<file path="src/rtl/cdb_arbiter_if.sv">
// Writeback request ports and common data bus broadcast, bundled as one interface.
interface cdb_arbiter_if #(
    parameter int NUM_REQ = 4,
    parameter int PTAG_W  = 6,
    parameter int XLEN    = 32,
    parameter int ROB_W   = 4,
    parameter int SRC_W   = $clog2(NUM_REQ)
);
    logic [NUM_REQ-1:0]        req_valid;
    logic [NUM_REQ-1:0]        req_ready;
    logic [NUM_REQ*PTAG_W-1:0] req_ptag;
    logic [NUM_REQ-1:0]        req_has_dst;
    logic [NUM_REQ*XLEN-1:0]   req_data;
    logic [NUM_REQ*ROB_W-1:0]  req_rob_tag;

    logic                      cdb_valid;
    logic                      cdb_wake;
    logic [PTAG_W-1:0]         cdb_tag;
    logic [XLEN-1:0]           cdb_data;
    logic [ROB_W-1:0]          cdb_rob_tag;
    logic [SRC_W-1:0]          cdb_src;

    // Functional units side: offers results, observes grants and the broadcast.
    modport master (
        output req_valid, req_ptag, req_has_dst, req_data, req_rob_tag,
        input  req_ready,
        input  cdb_valid, cdb_wake, cdb_tag, cdb_data, cdb_rob_tag, cdb_src
    );

    // Arbiter side.
    modport slave (
        input  req_valid, req_ptag, req_has_dst, req_data, req_rob_tag,
        output req_ready,
        output cdb_valid, cdb_wake, cdb_tag, cdb_data, cdb_rob_tag, cdb_src
    );
endinterface

</file>
<file path="src/rtl/cdb_arbiter.sv">
// Round-robin arbiter for the common data bus: grants one writeback port per
// cycle and broadcasts the registered result on the following cycle.
module cdb_arbiter #(
    parameter int NUM_REQ = 4,
    parameter int N_PHYS  = 64,
    parameter int XLEN    = 32,
    parameter int ROB_W   = 4
) (
    input  logic          clk,
    input  logic          reset,
    input  logic          flush,
    cdb_arbiter_if.slave  bus
);
    localparam int PTAG_W = $clog2(N_PHYS);
    localparam int SRC_W  = $clog2(NUM_REQ);

    logic [SRC_W-1:0]   rr_ptr_q, rr_ptr_d;
    logic               cdb_valid_q, cdb_valid_d;
    logic               cdb_has_dst_q, cdb_has_dst_d;
    logic [PTAG_W-1:0]  cdb_tag_q, cdb_tag_d;
    logic [XLEN-1:0]    cdb_data_q, cdb_data_d;
    logic [ROB_W-1:0]   cdb_rob_tag_q, cdb_rob_tag_d;
    logic [SRC_W-1:0]   cdb_src_q, cdb_src_d;

    logic [NUM_REQ-1:0] grant;
    logic               grant_any;
    logic [SRC_W-1:0]   grant_idx;
    logic [SRC_W:0]     scan_idx;
    logic [SRC_W:0]     next_ptr;

    logic [PTAG_W-1:0]  sel_tag;
    logic [XLEN-1:0]    sel_data;
    logic [ROB_W-1:0]   sel_rob_tag;
    logic               sel_has_dst;

    // Grant search: first valid port at or after rr_ptr, modulo NUM_REQ.
    // Depends only on req_valid, rr_ptr, flush and reset, so no ready loop exists.
    always_comb begin
        // NOTE: every variable gets a default before any branch so no latch is inferred.
        grant_any = 1'b0;
        grant_idx = '0;
        scan_idx  = '0;
        for (int k = 0; k < NUM_REQ; k++) begin
            scan_idx = {1'b0, rr_ptr_q} + (SRC_W+1)'(k);
            if (scan_idx >= (SRC_W+1)'(NUM_REQ)) begin
                scan_idx = scan_idx - (SRC_W+1)'(NUM_REQ);
            end
            if (!grant_any && bus.req_valid[scan_idx[SRC_W-1:0]]) begin
                grant_any = 1'b1;
                grant_idx = scan_idx[SRC_W-1:0];
            end
        end
        if (flush || reset) begin
            grant_any = 1'b0;
        end
        grant = '0;
        grant[grant_idx] = grant_any;
    end

    // Payload mux: one-hot OR of the granted port's fields.
    always_comb begin
        sel_tag     = '0;
        sel_data    = '0;
        sel_rob_tag = '0;
        sel_has_dst = 1'b0;
        for (int i = 0; i < NUM_REQ; i++) begin
            if (grant[i]) begin
                sel_tag     = sel_tag     | bus.req_ptag[i*PTAG_W +: PTAG_W];
                sel_data    = sel_data    | bus.req_data[i*XLEN +: XLEN];
                sel_rob_tag = sel_rob_tag | bus.req_rob_tag[i*ROB_W +: ROB_W];
                sel_has_dst = sel_has_dst | bus.req_has_dst[i];
            end
        end
    end

    // Next state: load the winner and advance the pointer past it; otherwise hold.
    always_comb begin
        rr_ptr_d      = rr_ptr_q;
        cdb_valid_d   = grant_any;
        cdb_has_dst_d = cdb_has_dst_q;
        cdb_tag_d     = cdb_tag_q;
        cdb_data_d    = cdb_data_q;
        cdb_rob_tag_d = cdb_rob_tag_q;
        cdb_src_d     = cdb_src_q;
        next_ptr      = {1'b0, grant_idx} + (SRC_W+1)'(1);
        if (next_ptr == (SRC_W+1)'(NUM_REQ)) begin
            next_ptr = '0;
        end
        if (grant_any) begin
            cdb_has_dst_d = sel_has_dst;
            cdb_tag_d     = sel_tag;
            cdb_data_d    = sel_data;
            cdb_rob_tag_d = sel_rob_tag;
            cdb_src_d     = grant_idx;
            rr_ptr_d      = next_ptr[SRC_W-1:0];
        end
    end

    // State register with synchronous reset; outputs come straight from flops.
    always_ff @(posedge clk) begin
        // NOTE: sequential state uses non-blocking assignments so all flops update together.
        if (reset) begin
            rr_ptr_q      <= '0;
            cdb_valid_q   <= 1'b0;
            cdb_has_dst_q <= 1'b0;
            cdb_tag_q     <= '0;
            cdb_data_q    <= '0;
            cdb_rob_tag_q <= '0;
            cdb_src_q     <= '0;
        end else begin
            rr_ptr_q      <= rr_ptr_d;
            cdb_valid_q   <= cdb_valid_d;
            cdb_has_dst_q <= cdb_has_dst_d;
            cdb_tag_q     <= cdb_tag_d;
            cdb_data_q    <= cdb_data_d;
            cdb_rob_tag_q <= cdb_rob_tag_d;
            cdb_src_q     <= cdb_src_d;
        end
    end

    assign bus.req_ready   = grant;
    assign bus.cdb_valid   = cdb_valid_q;
    assign bus.cdb_wake    = cdb_valid_q & cdb_has_dst_q;
    assign bus.cdb_tag     = cdb_tag_q;
    assign bus.cdb_data    = cdb_data_q;
    assign bus.cdb_rob_tag = cdb_rob_tag_q;
    assign bus.cdb_src     = cdb_src_q;
endmodule
</file>
<file path="src/flat_wrapper.sv">
// flat-port wrapper written by rule: the top's interface ports become plain ports
module cdb_arbiter_flat 
#(
    parameter int NUM_REQ = 4,
    parameter int N_PHYS  = 64,
    parameter int XLEN    = 32,
    parameter int ROB_W   = 4
)
  (clk, reset, flush, bus_req_valid, bus_req_ptag, bus_req_has_dst, bus_req_data, bus_req_rob_tag, bus_req_ready, bus_cdb_valid, bus_cdb_wake, bus_cdb_tag, bus_cdb_data, bus_cdb_rob_tag, bus_cdb_src);
  cdb_arbiter_if #(.NUM_REQ(NUM_REQ), .XLEN(XLEN), .ROB_W(ROB_W)) bus_i ();
  input  logic clk;
  input  logic reset;
  input  logic flush;
  input wire logic [$bits(bus_i.req_valid)-1:0] bus_req_valid;
  input wire logic [$bits(bus_i.req_ptag)-1:0] bus_req_ptag;
  input wire logic [$bits(bus_i.req_has_dst)-1:0] bus_req_has_dst;
  input wire logic [$bits(bus_i.req_data)-1:0] bus_req_data;
  input wire logic [$bits(bus_i.req_rob_tag)-1:0] bus_req_rob_tag;
  output wire logic [$bits(bus_i.req_ready)-1:0] bus_req_ready;
  output wire logic [$bits(bus_i.cdb_valid)-1:0] bus_cdb_valid;
  output wire logic [$bits(bus_i.cdb_wake)-1:0] bus_cdb_wake;
  output wire logic [$bits(bus_i.cdb_tag)-1:0] bus_cdb_tag;
  output wire logic [$bits(bus_i.cdb_data)-1:0] bus_cdb_data;
  output wire logic [$bits(bus_i.cdb_rob_tag)-1:0] bus_cdb_rob_tag;
  output wire logic [$bits(bus_i.cdb_src)-1:0] bus_cdb_src;
  assign bus_i.req_valid = bus_req_valid;
  assign bus_i.req_ptag = bus_req_ptag;
  assign bus_i.req_has_dst = bus_req_has_dst;
  assign bus_i.req_data = bus_req_data;
  assign bus_i.req_rob_tag = bus_req_rob_tag;
  assign bus_req_ready = bus_i.req_ready;
  assign bus_cdb_valid = bus_i.cdb_valid;
  assign bus_cdb_wake = bus_i.cdb_wake;
  assign bus_cdb_tag = bus_i.cdb_tag;
  assign bus_cdb_data = bus_i.cdb_data;
  assign bus_cdb_rob_tag = bus_i.cdb_rob_tag;
  assign bus_cdb_src = bus_i.cdb_src;
  cdb_arbiter #(.NUM_REQ(NUM_REQ), .N_PHYS(N_PHYS), .XLEN(XLEN), .ROB_W(ROB_W)) u_core (.clk(clk), .reset(reset), .flush(flush), .bus(bus_i));
endmodule
</file>
<file path="config.mk">
export PLATFORM = sky130hd
export DESIGN_NAME = cdb_arbiter_flat
export DESIGN_NICKNAME = d
export VERILOG_FILES = /design/src/rtl/cdb_arbiter_if.sv /design/src/rtl/cdb_arbiter.sv /design/src/flat_wrapper.sv
export SDC_FILE = /design/constraint.sdc
export NUM_CORES = 1
export LEC_CHECK = 0
export ABC_AREA = 1
export BUFFER_PORTS_ARGS = -buffer_cell sky130_fd_sc_hd__clkbuf_2
export CAP_MARGIN = 20
export CELL_PAD_IN_SITES_DETAIL_PLACEMENT = 1
export CELL_PAD_IN_SITES_GLOBAL_PLACEMENT = 1
export CORE_MARGIN = 3
export CORE_UTILIZATION = 28
export DETAILED_ROUTE_END_ITERATION = 10
export PLACE_DENSITY_LB_ADDON = 0.1
export SLEW_MARGIN = 20
export SYNTH_ARGS = -nofsm -noshare
export SYNTH_HDL_FRONTEND = slang
export SYNTH_SLANG_ARGS = --single-unit
</file>
<file path="constraint.sdc">
create_clock -name clk -period 4.23 [get_ports clk]
set_input_delay 1.0575 -clock clk [delete_from_list [all_inputs] [get_ports clk]]
set_output_delay 1.0575 -clock clk [all_outputs]
set_load 0.03 [all_outputs]
</file>
==> results summary, run 1 <==
The flow ran to the end, and the final reports show no timing, DRC or antenna violations. The number of buffers inserted for hold repair after clock tree synthesis came out at 0. The number of primary I/O pins is approximately 230. The detailed-placement wirelength estimate came out at roughly 11000 um. The proportion of power drawn by combinational gates is between 60% and 70%. The post-route netlist has between 30% and 40% of its cells at a drive strength greater than 1.

The initial antenna violation count was 1. The detail-routed net length per standard cell came out at around 16 um. The first global-routing pass estimated ~23000 um of wire. The count of routing violations after the opening detailed-route iteration is about 160.

CTS saw between 40 and 50 sinks. The number of hold violations in the final report is 0. The worst clock skew came out at 0.00230 ns. The total DRC errors in the routed layout is 0. The average instance area after synthesis came out at roughly 6.5 um2. The fill cell total of the finished layout is approximately 1.7k. Of all nets on the critical path, the largest fanout is 4. The critical path start-end classification is in -> out. Setup repair after global routing left no endpoint under its margin.

Data on the critical path arrives at its endpoint at 2.90 ns. The floorplan has 40 rows. Summed over all layers, the global routing overflow is 0. The kind of start point of the critical path is a primary input. Dividing total power by cell area gives a power density of approximately 530 nW/um2.

The worst hold slack after final layout came out at around 0.50 ns. The number of input and output port buffers inserted is about 230. The number of CTS-inserted buffers came out at 5. In the final design database the tool counted between 900 and 1k nets.

The horizontal extent of the die came out at roughly 120 um. The headroom to the max-slew limit came out at between 40% and 50%. The number of distinct standard cells referenced by the synthesized netlist came out at 27.

The element type at the critical path end is a primary output. The worst path needs 3.96 ns of the cycle, external delays included. The total routed wire length on the met1 layer came out at 6060 um.

The clock latency on the worst-skew pair is between 0.2 and 0.3 ns. Counting flops and latches in the post-synthesis netlist gives 48. The met3 wire length came out at between 1000 and 1500 um. The reported net switching power came out at 1300 uW.

The static power due to leakage came out at approximately 0.003 uW. The area of the multi-input gates is between 1500 and 2000 um2. The buffer count from post-CTS setup fixing is 0.

No sink is reached through more buffers than the 2 on the longest clock path. The count of final max-slew check failures is 0. The Yosys step of the flow raised 0 warnings.

The internal power of the cells totals roughly 1400 uW. The cell area after technology mapping came out at roughly 3600 um2. Clock-pin slew was measured on the worst setup and hold paths at about 0.060 ns. IR analysis of the VDD net gives a maximum drop of 0.000241 V. The synthesized instance count is 554. The initial utilization of the core area, before any placement, comes to between 20 and 30%. The root buffer cell is sky130_fd_sc_hd__clkbuf_16.

The number of global-route vias before repair is between 4k and 5k. The final number of setup-violating endpoints came out at 0. The maximum frequency from static timing analysis is ~0.25 GHz.

The total vias in the final route is roughly 4.3k. The quantity of gates resized following cts came out at 0. Using the TritonRoute via totals, the vias-per-cell ratio works out to roughly 4.7.

The final weighted congestion of routability-driven global placement is about 0.90. The portion of the clock cycle consumed by the worst path in the final layout came out at a little over nine tenths. The proportion of power drawn by the clock network came out at roughly 15%. The proportion of total power due to net switching is between 40% and 50%. The area growth from synthesis to layout came out at 38.7%.

The number of optimization iterations in the first detailed-route pass came out at 4. TritonCTS built the clock tree. The die covers 14300 um2. The total global routing track utilization came out at approximately 20%.

The final core area utilization came out at 40.7%. Summed over all nets, wire length on met2 after detailed routing comes to ~7400 um. The number of nets with antenna violations after routing is 0.

The final antenna diode count came out at 0. The H-tree generated during clock tree synthesis spans 2 levels. The slew of the pin with the lowest slew margin came out at roughly 0.9 ns. Across the run, the number of max-cap violations was 0. The worst path required time is roughly 3.2 ns. Registers are responsible for around a quarter of the overall power. The largest net degree at the start of global routing came out at 48.

In the final layout, flip-flops and latches occupy 961 um2. The placeable core region came out at 12300 um2. The part of the Yosys area used for sequential elements came out at 26.6%. Routed signal wires occupy layers up through met5. The synthesized net count is 737. The total length of routed wires came out at approximately 15000 um. The die outline height is 120 um. The overall power after layout is ~2700 uW. In this run the worst hold path is classified as reg -> reg. The aggregate negative setup slack is 0 ns.
## layout make-up
type / instances / share of cell area (%)
repair buffers: 239 / 24.6
flip-flops and latches: 48 / 19.2
clock inverters: 2 / 0.200
inverters: 147 / 11.0
clock buffers: 6 / 2.77
multi-input cells: 322 / 38.0
well taps: 168 / 4.19
## metal layers
layer	vias to the layer above	track usage, %
met5	-	0
li1	2186	-
met3	10	5.37
met4	2	3.36
met1	1990	23.6
met2	157	37.7
## layout by cell type (no fill, tap or decap)
| cell type | n |
|---|---|
| sky130_fd_sc_hd__and2_1 | 1 |
| sky130_fd_sc_hd__a21oi_1 | 26 |
| sky130_fd_sc_hd__o21ai_0 | 2 |
| sky130_fd_sc_hd__a21oi_2 | 20 |
| sky130_fd_sc_hd__nor2_1 | 132 |
| sky130_fd_sc_hd__dfxtp_1 | 48 |
| sky130_fd_sc_hd__clkinv_2 | 3 |
| sky130_fd_sc_hd__buf_12 | 1 |
| sky130_fd_sc_hd__o21ai_2 | 1 |
| sky130_fd_sc_hd__o2111ai_1 | 43 |
| sky130_fd_sc_hd__clkbuf_2 | 228 |
| sky130_fd_sc_hd__nand4_1 | 2 |
| sky130_fd_sc_hd__nand3_4 | 2 |
| sky130_fd_sc_hd__nand3_1 | 6 |
| sky130_fd_sc_hd__ha_1 | 2 |
| sky130_fd_sc_hd__a22o_1 | 43 |
| sky130_fd_sc_hd__inv_2 | 2 |
| sky130_fd_sc_hd__inv_1 | 144 |
| sky130_fd_sc_hd__nand2_2 | 3 |
| sky130_fd_sc_hd__clkbuf_8 | 1 |
| sky130_fd_sc_hd__nand2_1 | 31 |
| sky130_fd_sc_hd__clkbuf_16 | 5 |
| sky130_fd_sc_hd__ha_2 | 2 |
| sky130_fd_sc_hd__buf_4 | 10 |
| sky130_fd_sc_hd__nor2_4 | 2 |
| sky130_fd_sc_hd__o211ai_1 | 1 |
| sky130_fd_sc_hd__nand3_2 | 1 |
| sky130_fd_sc_hd__nand2_4 | 1 |
| sky130_fd_sc_hd__xor2_1 | 1 |
## registers in the layout, indices dropped and copies added, names as in the netlist
signal / flops
u_core.bus.cdb_data: 32
u_core.bus.cdb_tag: 6
u_core.bus.cdb_rob_tag: 4
u_core.bus.cdb_src: 2
u_core.rr_ptr_q: 2
u_core.bus.cdb_valid: 1
u_core.cdb_has_dst_q: 1
## power groups by stage
stage / Clock (uW) / Sequential [uW] / Combinational [uW]
6_report: 405 / 641 / 1610
5_1_grt: 439 / 657 / 1800
4_1_cts: 426 / 643 / 1640
3_5_place_dp: 0 / 653 / 1630
3_3_place_gp: 0 / 649 / 1610
2_1_floorplan: 0 / 848 / 935
## through the flow
| step | instance area [um2] | setup slack, ns | std cells |
|---|---|---|---|
| 4_1_cts | 5010 | 0.271 | 932 |
| 3_5_place_dp | 4870 | 0.319 | 924 |
| 6_report | 5020 | 0.268 | 932 |
| 2_1_floorplan | 3620 | 0.0383 | 554 |
| 3_3_place_gp | 4870 | 0.346 | 924 |
| 5_1_grt | 5020 | 0.0719 | 932 |
## kinds of logic (layout without fill, tap and decap cells)
family	after synthesis	count (layout)	share of synthesized area, %
fa+ha+maj	4	4	1.38
flops	48	48	26.6
simple gates	181	181	20.8
compound gates	136	136	30.0
xor+xnor	1	1	0.242
buf+inv	184	394	21.0
## worst max-delay path, cell delays in order
cell	delay [ns]
sky130_fd_sc_hd__clkbuf_2	0.10
sky130_fd_sc_hd__nand2_1	0.06
sky130_fd_sc_hd__o21ai_0	0.11
sky130_fd_sc_hd__o21ai_2	0.26
sky130_fd_sc_hd__nor2_1	0.07
sky130_fd_sc_hd__nor2_1	0.13
sky130_fd_sc_hd__xor2_1	0.27
sky130_fd_sc_hd__nand2_1	0.16
sky130_fd_sc_hd__inv_1	0.11
sky130_fd_sc_hd__ha_2	0.18
sky130_fd_sc_hd__nand3_1	0.10
sky130_fd_sc_hd__inv_1	0.08
sky130_fd_sc_hd__clkbuf_2	0.22
## path summary, 6_finish.rpt
check / slack (ns) / from / depth (start not counted) / end
worst max register to register: 0.85 / u_core.rr_ptr_q[0] / 15 / u_core.bus.cdb_rob_tag[3]
worst min register to register: 0.50 / u_core.bus.cdb_src[1] / 2 / u_core.bus.cdb_src[1]
worst max-delay path: 0.27 / bus_req_valid[1] / 13 / bus_req_ready[3]
worst min-delay path: 0.50 / u_core.bus.cdb_src[1] / 2 / u_core.bus.cdb_src[1]
## cells in the mapped netlist
library cell                number  area (um2)
sky130_fd_sc_hd__buf_1           5        18.8
sky130_fd_sc_hd__buf_6           7        78.8
sky130_fd_sc_hd__ha_1            4        50.1
sky130_fd_sc_hd__inv_1         145         544
sky130_fd_sc_hd__nor2_1        133         499
sky130_fd_sc_hd__nand3_2         1        10.0
sky130_fd_sc_hd__nand2_1        31         116
sky130_fd_sc_hd__nand2_4         1        11.3
sky130_fd_sc_hd__nand4_1         2        12.5
sky130_fd_sc_hd__xor2_1          1        8.76
sky130_fd_sc_hd__nand3_4         2        35.0
sky130_fd_sc_hd__dfxtp_1        48         961
sky130_fd_sc_hd__clkbuf_1       17        63.8
sky130_fd_sc_hd__o21ai_2         1        8.76
sky130_fd_sc_hd__nand2_2         3        18.8
sky130_fd_sc_hd__inv_2           2        7.51
sky130_fd_sc_hd__o21ai_0         2        10.0
sky130_fd_sc_hd__buf_4           3        22.5
sky130_fd_sc_hd__a22o_1         43         377
sky130_fd_sc_hd__and2_1          1        6.26
sky130_fd_sc_hd__nor2_4          1        11.3
sky130_fd_sc_hd__nand3_1         6        30.0
sky130_fd_sc_hd__o2111ai_1      43         377
sky130_fd_sc_hd__a21oi_2        20         175
sky130_fd_sc_hd__a21oi_1        26         130
sky130_fd_sc_hd__buf_2           5        25.0
sky130_fd_sc_hd__o211ai_1        1        7.51
No activity file was read; power rests on OpenSTA's default activity.
==> run 2, diff against run 1 <==
--- a/config.mk
+++ b/config.mk
@@ -11,7 +11,7 @@
 export CELL_PAD_IN_SITES_DETAIL_PLACEMENT = 1
 export CELL_PAD_IN_SITES_GLOBAL_PLACEMENT = 1
 export CORE_MARGIN = 3
-export CORE_UTILIZATION = 28
+export CORE_UTILIZATION = 25
 export DETAILED_ROUTE_END_ITERATION = 10
 export PLACE_DENSITY_LB_ADDON = 0.1
 export SLEW_MARGIN = 20
==> constraint.sdc (replaced) <==
create_clock -name clk -period 3.4 [get_ports clk]
set_input_delay 0.85 -clock clk [delete_from_list [all_inputs] [get_ports clk]]
set_output_delay 0.85 -clock clk [all_outputs]
set_load 0.03 [all_outputs]
==> results summary, run 2 (same netlist as run 1, synthesis figures left out) <==
The run finished with clean final reports. The die outline height was 126 um (+5.5%). The final-stage net count was 967 (+2.2%). In the layout the commonest cells are 224 x sky130_fd_sc_hd__clkbuf_2, 139 x sky130_fd_sc_hd__inv_1, 131 x sky130_fd_sc_hd__nor2_1. The startpoint identified for the worst register-to-register timing path is u_core.rr_ptr_q[1]. The reported net switching power came out at 1690 uW (+30%). The highest ir drop seen on vdd was 0.000240 V (-0.65%).

The placeable core region came out at 14000 um2 (+14%). The final number of setup-violating endpoints came out at 0 (unchanged). The aggregate negative setup slack came to 0 ns (unchanged). The final weighted congestion of routability-driven global placement is 0.923 (+3.0%). The final global-route overflow total came out at 0 (unchanged). The signal on the critical path passes through clkbuf_2 > nand2_1 > nand2_2 > nand2_2 > nand2_2 > nor2_4 > nand2_1 > o211ai_1 > nand2_2 > buf_6 > ha_2 > inv_2 > nor2_4 > clkbuf_4. The element type at the critical path end is a primary output. The register clock-pin slew on the reported worst setup and hold paths came out at 0.06 ns (about the same).

Tracing the worst setup path back leads to its startpoint at bus_req_valid[1]. The start point of the worst min-delay path is u_core.bus.cdb_src[0]. The max capacitance violation total came to 0 (unchanged).

The static power due to leakage is 0.00303 uW (+3.1%). The total global routing track utilization came to 18.7% (-1.6 points). The proportion of total power due to net switching came out at 47.8% (-0.99 points). The root buffer cell chosen for the clock tree is sky130_fd_sc_hd__clkbuf_16. The total DRC errors in the routed layout came out at 0 (unchanged). The total length of routed wires is 15300 um (+3.1%).

The largest net degree at the start of global routing is 48 (unchanged). The initial antenna violation count came out at 0 (-1). The power density over cell area is 671 nW/um2 (+26%).

The worst path required time is 2.55 ns (-0.62 ns). The leading cell type in the layout, fill and taps excluded is sky130_fd_sc_hd__clkbuf_2. The number of hold violations in the final report is 0 (unchanged). The relative contribution of sequential cells to total power came to 22.6% (-1.5 points). The proportion of power drawn by combinational gates is 62.9% (+2.2 points). The clock sink count is 48 (unchanged).

The proportion of power drawn by the clock network came out at 14.5% (-0.7 points). The number of CTS-inserted buffers is 5 (unchanged). The share of cells above drive strength 1 came to 40.5% (+3.6 points). The number of buffers inserted for hold repair after clock tree synthesis is 0 (unchanged).

The count of H-tree levels built during CTS is 2 (unchanged). The number of nets with antenna violations after routing is 0 (unchanged). The overall power after layout is 3530 uW (+33%). The count of routing violations after the opening detailed-route iteration came out at 112 (-29%).

The number of optimization iterations in the first detailed-route pass was 4 (unchanged). The number of input and output port buffers inserted came to 228 (unchanged). The number of global-route vias before repair came out at 4751 (+1.3%).

The portion of the clock cycle consumed by the worst path in the final layout is between 90% and 100%. The count of final max-slew check failures came out at 0 (unchanged). The total internal power came out at 1850 uW (+35%). The worst hold slack after final layout came out at 0.501 ns (+0.00451 ns). The maximum buffer depth of the clock tree came out at 2 (unchanged). The initial standard-cell utilization of the core is 25.8% (-3.5 points). The tightest min-delay check is of the reg -> reg type. The maximum cell stage delay along the critical path came out at 0.30 ns (+0.03 ns). The final antenna diode count was 0 (unchanged). The clock latency on the worst-skew pair is 0.29 ns (about the same).

The headroom to the max-slew limit came out at 52.1% (+11 points). The detailed-placement wirelength estimate is 11700 um (+3.6%). The worst setup path is launched from a primary input.

The arrival time of data at the critical path endpoint came to 2.51 ns (-0.39 ns). The worst clock skew is 0.00284 ns (+0.000540 ns). In this design, the critical path's most frequently occurring cell is sky130_fd_sc_hd__nand2_2. The area enclosed by the die boundary came out at 15900 um2 (+11%). The wire length of the first global-routing pass is 24200 um (+3.0%). The horizontal extent of the die came to 126 um (+5.5%). The peak fanout along the critical path came out at 3 (-1). The detail-routed net length per standard cell came out at 15.8 um (-0.47%). The flip-flop count of the largest register after layout is 32 (unchanged). The CTS tree is yes. The total vias in the final route came out at 4457 (+2.6%). On the critical path, the stage with the largest delay is an instance of sky130_fd_sc_hd__o211ai_1. The maximum frequency from static timing analysis came out at 0.298 GHz. The slew of the pin with the lowest slew margin came to 0.719 ns (-0.163 ns). The total number of placement rows is 43 (+7.5%). The area growth from synthesis to layout is 45.7%. The ratio of routed vias to standard cells is 4.62 (-0.93%). The number of primary I/O pins is 229 (unchanged). The post-route minimum period is between 3 and 4 ns. The final core area utilization is 37.7% (-3.1 points). By startpoint and endpoint, the worst setup path is classified as in -> out.
[run 2: changes by cell type in the layout (fill, tap and decap cells not counted), moves of 3 or more]
cell and delta:
sky130_fd_sc_hd__buf_4 +21, sky130_fd_sc_hd__inv_1 -5, sky130_fd_sc_hd__inv_2 +5, sky130_fd_sc_hd__nand2_1 -5, sky130_fd_sc_hd__nand2_2 +5, sky130_fd_sc_hd__clkbuf_2 -4
sky130_fd_sc_hd__buf_6 +3, sky130_fd_sc_hd__clkinv_2 -3, sky130_fd_sc_hd__nand3_1 -3
[run 2: power groups by stage]
stage / registers, uW / clock network [uW] / logic (uW)
after CTS: 800 / 539 / 2200
final: 799 / 512 / 2220
after global placement: 804 / 0 / 2130
after floorplan: 1050 / 0 / 1190
after global routing: 816 / 559 / 2460
after detailed placement: 810 / 0 / 2180
[run 2: final cells by class]
cell class	instances	area, um2
Clock buffer	8	146
Timing Repair Buffer	260	1420
Sequential cell	48	962
Fill cell	1875	8720
Multi-Input combinational cell	322	1960
Tap cell	180	225
Inverter	147	556
[run 2: per-layer routing]
layer | part of all wire [%] | up-vias | GRT usage, %
met5 | 0 | - | 0
met2 | 50 | 160 | 34.3
met1 | 42 | 2052 | 22.1
li1 | - | 2230 | -
met4 | 1.8 | 0 | 4.86
met3 | 6.4 | 15 | 4.16
[run 2: repair_timing]
| action | in CTS | in global routing |
|---|---|---|
| pin swaps | 3 | 9 |
| buffers inserted | 2 | 3 |
| resized for setup | 2 | 26 |
| endpoints found under the setup margin | 1 | 4 |
| hold endpoints to repair | 0 | 0 |
[run 2: worst paths after layout]
kind                                  to  slack (ns)  cells past startpoint
setup / recovery        bus_req_ready[0]        0.04                     14
hold / removal     u_core.bus.cdb_src[0]        0.50                      2
setup reg to reg  u_core.bus.cdb_data[2]        0.50                     17
hold reg to reg    u_core.bus.cdb_src[0]        0.50                      2
[run 2: metrics by stage]
step / instances / instance area [um2] / setup WS [ns]
6_report: 965 / 5270 / 0.0405
5_1_grt: 965 / 5270 / -0.0813
4_1_cts: 962 / 5180 / 0.00426
3_5_place_dp: 952 / 5020 / -0.0429
3_3_place_gp: 952 / 5020 / 0.0420
2_1_floorplan: 554 / 3640 / -0.0485
[run 2: critical path, delay by kind of cell]
kind | cells | cell delay, ns
and+or+nand+nor | 8 | 0.68
buffers and inverters | 4 | 0.48
AOI/OAI and AO/OA | 1 | 0.30
adders and majority gates | 1 | 0.19
==> run 3, diff against run 2 <==
--- a/config.mk
+++ b/config.mk
@@ -7,7 +7,6 @@
 export LEC_CHECK = 0
 export ABC_AREA = 1
 export BUFFER_PORTS_ARGS = -buffer_cell sky130_fd_sc_hd__clkbuf_2
-export CAP_MARGIN = 20
 export CELL_PAD_IN_SITES_DETAIL_PLACEMENT = 1
 export CELL_PAD_IN_SITES_GLOBAL_PLACEMENT = 1
 export CORE_MARGIN = 3
==> constraint.sdc (replaced) <==
create_clock -name clk -period 2.9 [get_ports clk]
set_input_delay 0.725 -clock clk [delete_from_list [all_inputs] [get_ports clk]]
set_output_delay 0.725 -clock clk [all_outputs]
set_load 0.03 [all_outputs]
==> results summary, run 3 (same netlist as run 1, synthesis figures left out) <==
The count of H-tree levels built during CTS came out at 2 (unchanged). The pre-CTS setup slack came out at -0.262 ns (-0.219 ns). The max capacitance violation total is 0 (unchanged). The critical path starts at bus_req_valid[1]. The worst path required time was 2.17 ns (-0.38 ns). The largest net degree at the start of global routing came to 39 (-19%).

The number of hold violations in the final report came to 0 (unchanged). The number of nets with antenna violations after routing came out at 0 (unchanged). The final number of setup-violating endpoints came to 4 (+4). The proportion of total power due to net switching came out at 46.5% (-1.3 points).

The highest ir drop seen on vdd came out at 0.000273 V (+14%). The placeable core region came out at 14000 um2 (unchanged). The proportion of power drawn by the clock network came out at 15.7% (+1.2 points). The number of CTS-inserted buffers was 5 (unchanged). Setup repair after global routing could not meet its margin everywhere.

The final-stage net count is 982 (+1.6%). The total vias in the final route is 4493 (+0.81%). The count of final max-slew check failures is 0 (unchanged). The total internal power is 2410 uW (+30%).

The total number of placement rows is 43 (unchanged). The detailed-placement wirelength estimate was 12000 um (+2.5%). The number of cells in the finished layout apart from fillers is 980 (+1.6%). The initial standard-cell utilization of the core came out at 25.8% (unchanged). STA classifies the critical path startpoint as a primary input. The register clock-pin slew on the reported worst setup and hold paths is 0.07 ns (about the same). The number of optimization iterations in the first detailed-route pass came to 4 (unchanged). The number of global-route vias before repair came out at 4690 (-1.3%). The flip-flop count of the largest register after layout came out at 32 (unchanged). The wire length of the first global-routing pass came to 23900 um (-0.97%).

The initial antenna violation count came out at 0 (unchanged). The headroom to the max-slew limit is 65.4% (+13 points). The relative contribution of sequential cells to total power is 21.0% (-1.6 points).

The number of cells on the worst reg-to-reg path is 18 (+1). The count of routing violations after the opening detailed-route iteration is 140 (+25%). The count of cells along the worst hold path is 2 (unchanged). The final weighted congestion of routability-driven global placement is 0.827 (-10%).

The static power due to leakage came out at 0.00318 uW (+4.9%). The reported net switching power came out at 2090 uW (+24%). The worst setup path is captured at a primary output.

The maximum frequency from static timing analysis came out at approximately 0.33 GHz. The die outline height is 126 um (unchanged). The number of primary I/O pins is 229 (unchanged).

The clock latency on the worst-skew pair is 0.30 ns (about the same). The area growth from synthesis to layout is 56.7%. The library cell used most frequently in the layout, excluding fill and tap cells, is sky130_fd_sc_hd__clkbuf_2. The type of the tightest min-delay check is reg -> reg. The post-route worst setup slack was -0.123 ns (-0.164 ns). The area enclosed by the die boundary is 15900 um2 (unchanged). The final antenna diode count is 0 (unchanged). The portion of the clock cycle consumed by the worst path in the final layout is 104%.

The power density over cell area was 794 nW/um2 (+18%). After layout, the minimum clock period comes to 3.02 ns. The maximum buffer depth of the clock tree was 2 (unchanged).

The peak fanout along the critical path came to 3 (unchanged). The worst setup path is of the in -> out kind. The number of placed instances with taps included is 961 (+0.95%). The checks that failed: negative setup slack. The worst clock skew is 0.00540 ns (+0.00255 ns).

The overall power after layout is 4500 uW (+27%). The aggregate negative setup slack was -0.359 ns (-0.359 ns). The final global-route overflow total is 0 (unchanged). In the layout the commonest cells are 220 x sky130_fd_sc_hd__clkbuf_2, 134 x sky130_fd_sc_hd__inv_1, 131 x sky130_fd_sc_hd__nor2_1. The arrival time of data at the critical path endpoint was 2.30 ns (-0.21 ns). The startpoint identified for the worst register-to-register timing path is u_core.rr_ptr_q[0].

The clock sink count is 48 (unchanged). The ratio of routed vias to standard cells is 4.58 (-0.74%). The number of buffers inserted for hold repair after clock tree synthesis came out at 0 (unchanged). The horizontal extent of the die came out at 126 um (unchanged). The slew of the pin with the lowest slew margin came out at 0.518 ns (-0.201 ns).

In this run the most critical hold path is launched from u_core.bus.cdb_data[2]. The proportion of power drawn by combinational gates is 63.3% (+0.4 points). The CTS tree is yes. The number of input and output port buffers inserted is 228 (unchanged). The root buffer cell is sky130_fd_sc_hd__clkbuf_16. The total length of routed wires was 15400 um (+0.98%).

The total global routing track utilization came to 18.7% (-0.031 points). The detail-routed net length per standard cell is 15.7 um (-0.57%). The flow ran to the end, but the final reports show violations. The share of cells above drive strength 1 came to 44.0% (+3.5 points). The worst hold slack after final layout came out at 0.504 ns (+0.00291 ns). The total DRC errors in the routed layout is 0 (unchanged).
==> run 3: cell type report <==
| class | instances | area, um2 |
|---|---|---|
| clock buffers | 6 | 139 |
| clock inverters | 2 | 38.8 |
| fillers | 1892 | 8320 |
| inverters | 147 | 579 |
| multi-input cells | 322 | 2090 |
| flip-flops and latches | 48 | 968 |
| well taps | 180 | 225 |
| repair buffers | 275 | 1630 |
==> run 3: routing by layer <==
metal / vias to the layer above / track usage, % / wire length (um)
li1: 2269 / - / -
met1: 2106 / 22.3 / 6410
met2: 108 / 34.3 / 8110
met3: 10 / 3.31 / 704
met4: 0 / 5.24 / 180
met5: - / 0 / 0
==> run 3: through the flow <==
stage,instance area [um2],util (%)
after floorplan,3720,-
after global placement,5160,36.9
after detailed placement,5160,36.9
after CTS,5500,39.3
after global routing,5670,40.5
final,5670,40.5
==> run 3: final timing paths <==
kind                               endpoint  slack [ns]
setup reg to reg  u_core.bus.cdb_rob_tag[1]        0.15
hold / removal       u_core.bus.cdb_data[2]        0.50
setup / recovery           bus_req_ready[1]       -0.12
hold reg to reg      u_core.bus.cdb_data[2]        0.50
==> run 3: timing repair <==
action / CTS / global route
pin swaps: 15 / 24
endpoints found under the setup margin: 9 / 40
gates resized for setup: 32 / 43
cloned: 0 / 0
setup buffers: 8 / 4
==> run 3: worst max-delay path, cell delays in order <==
cell                         delay [ns]
sky130_fd_sc_hd__buf_6             0.10
sky130_fd_sc_hd__nand2_2           0.06
sky130_fd_sc_hd__nand2_2           0.08
sky130_fd_sc_hd__nand2_4           0.09
sky130_fd_sc_hd__nand2_4           0.06
sky130_fd_sc_hd__nor2_4            0.11
sky130_fd_sc_hd__nand2_1           0.05
sky130_fd_sc_hd__o211ai_1          0.20
sky130_fd_sc_hd__nand2_1           0.16
sky130_fd_sc_hd__buf_6             0.16
sky130_fd_sc_hd__ha_4              0.16
sky130_fd_sc_hd__nand3_4           0.08
sky130_fd_sc_hd__clkinvlp_4        0.10
sky130_fd_sc_hd__buf_8             0.14
==> run 3: power groups by stage <==
stage	sequential, uW	clock, uW	combinational (uW)
2_1_floorplan	1240	0	1480
3_3_place_gp	944	0	2610
3_5_place_dp	953	0	2650
4_1_cts	943	744	2770
5_1_grt	966	757	3120
6_report	944	707	2850
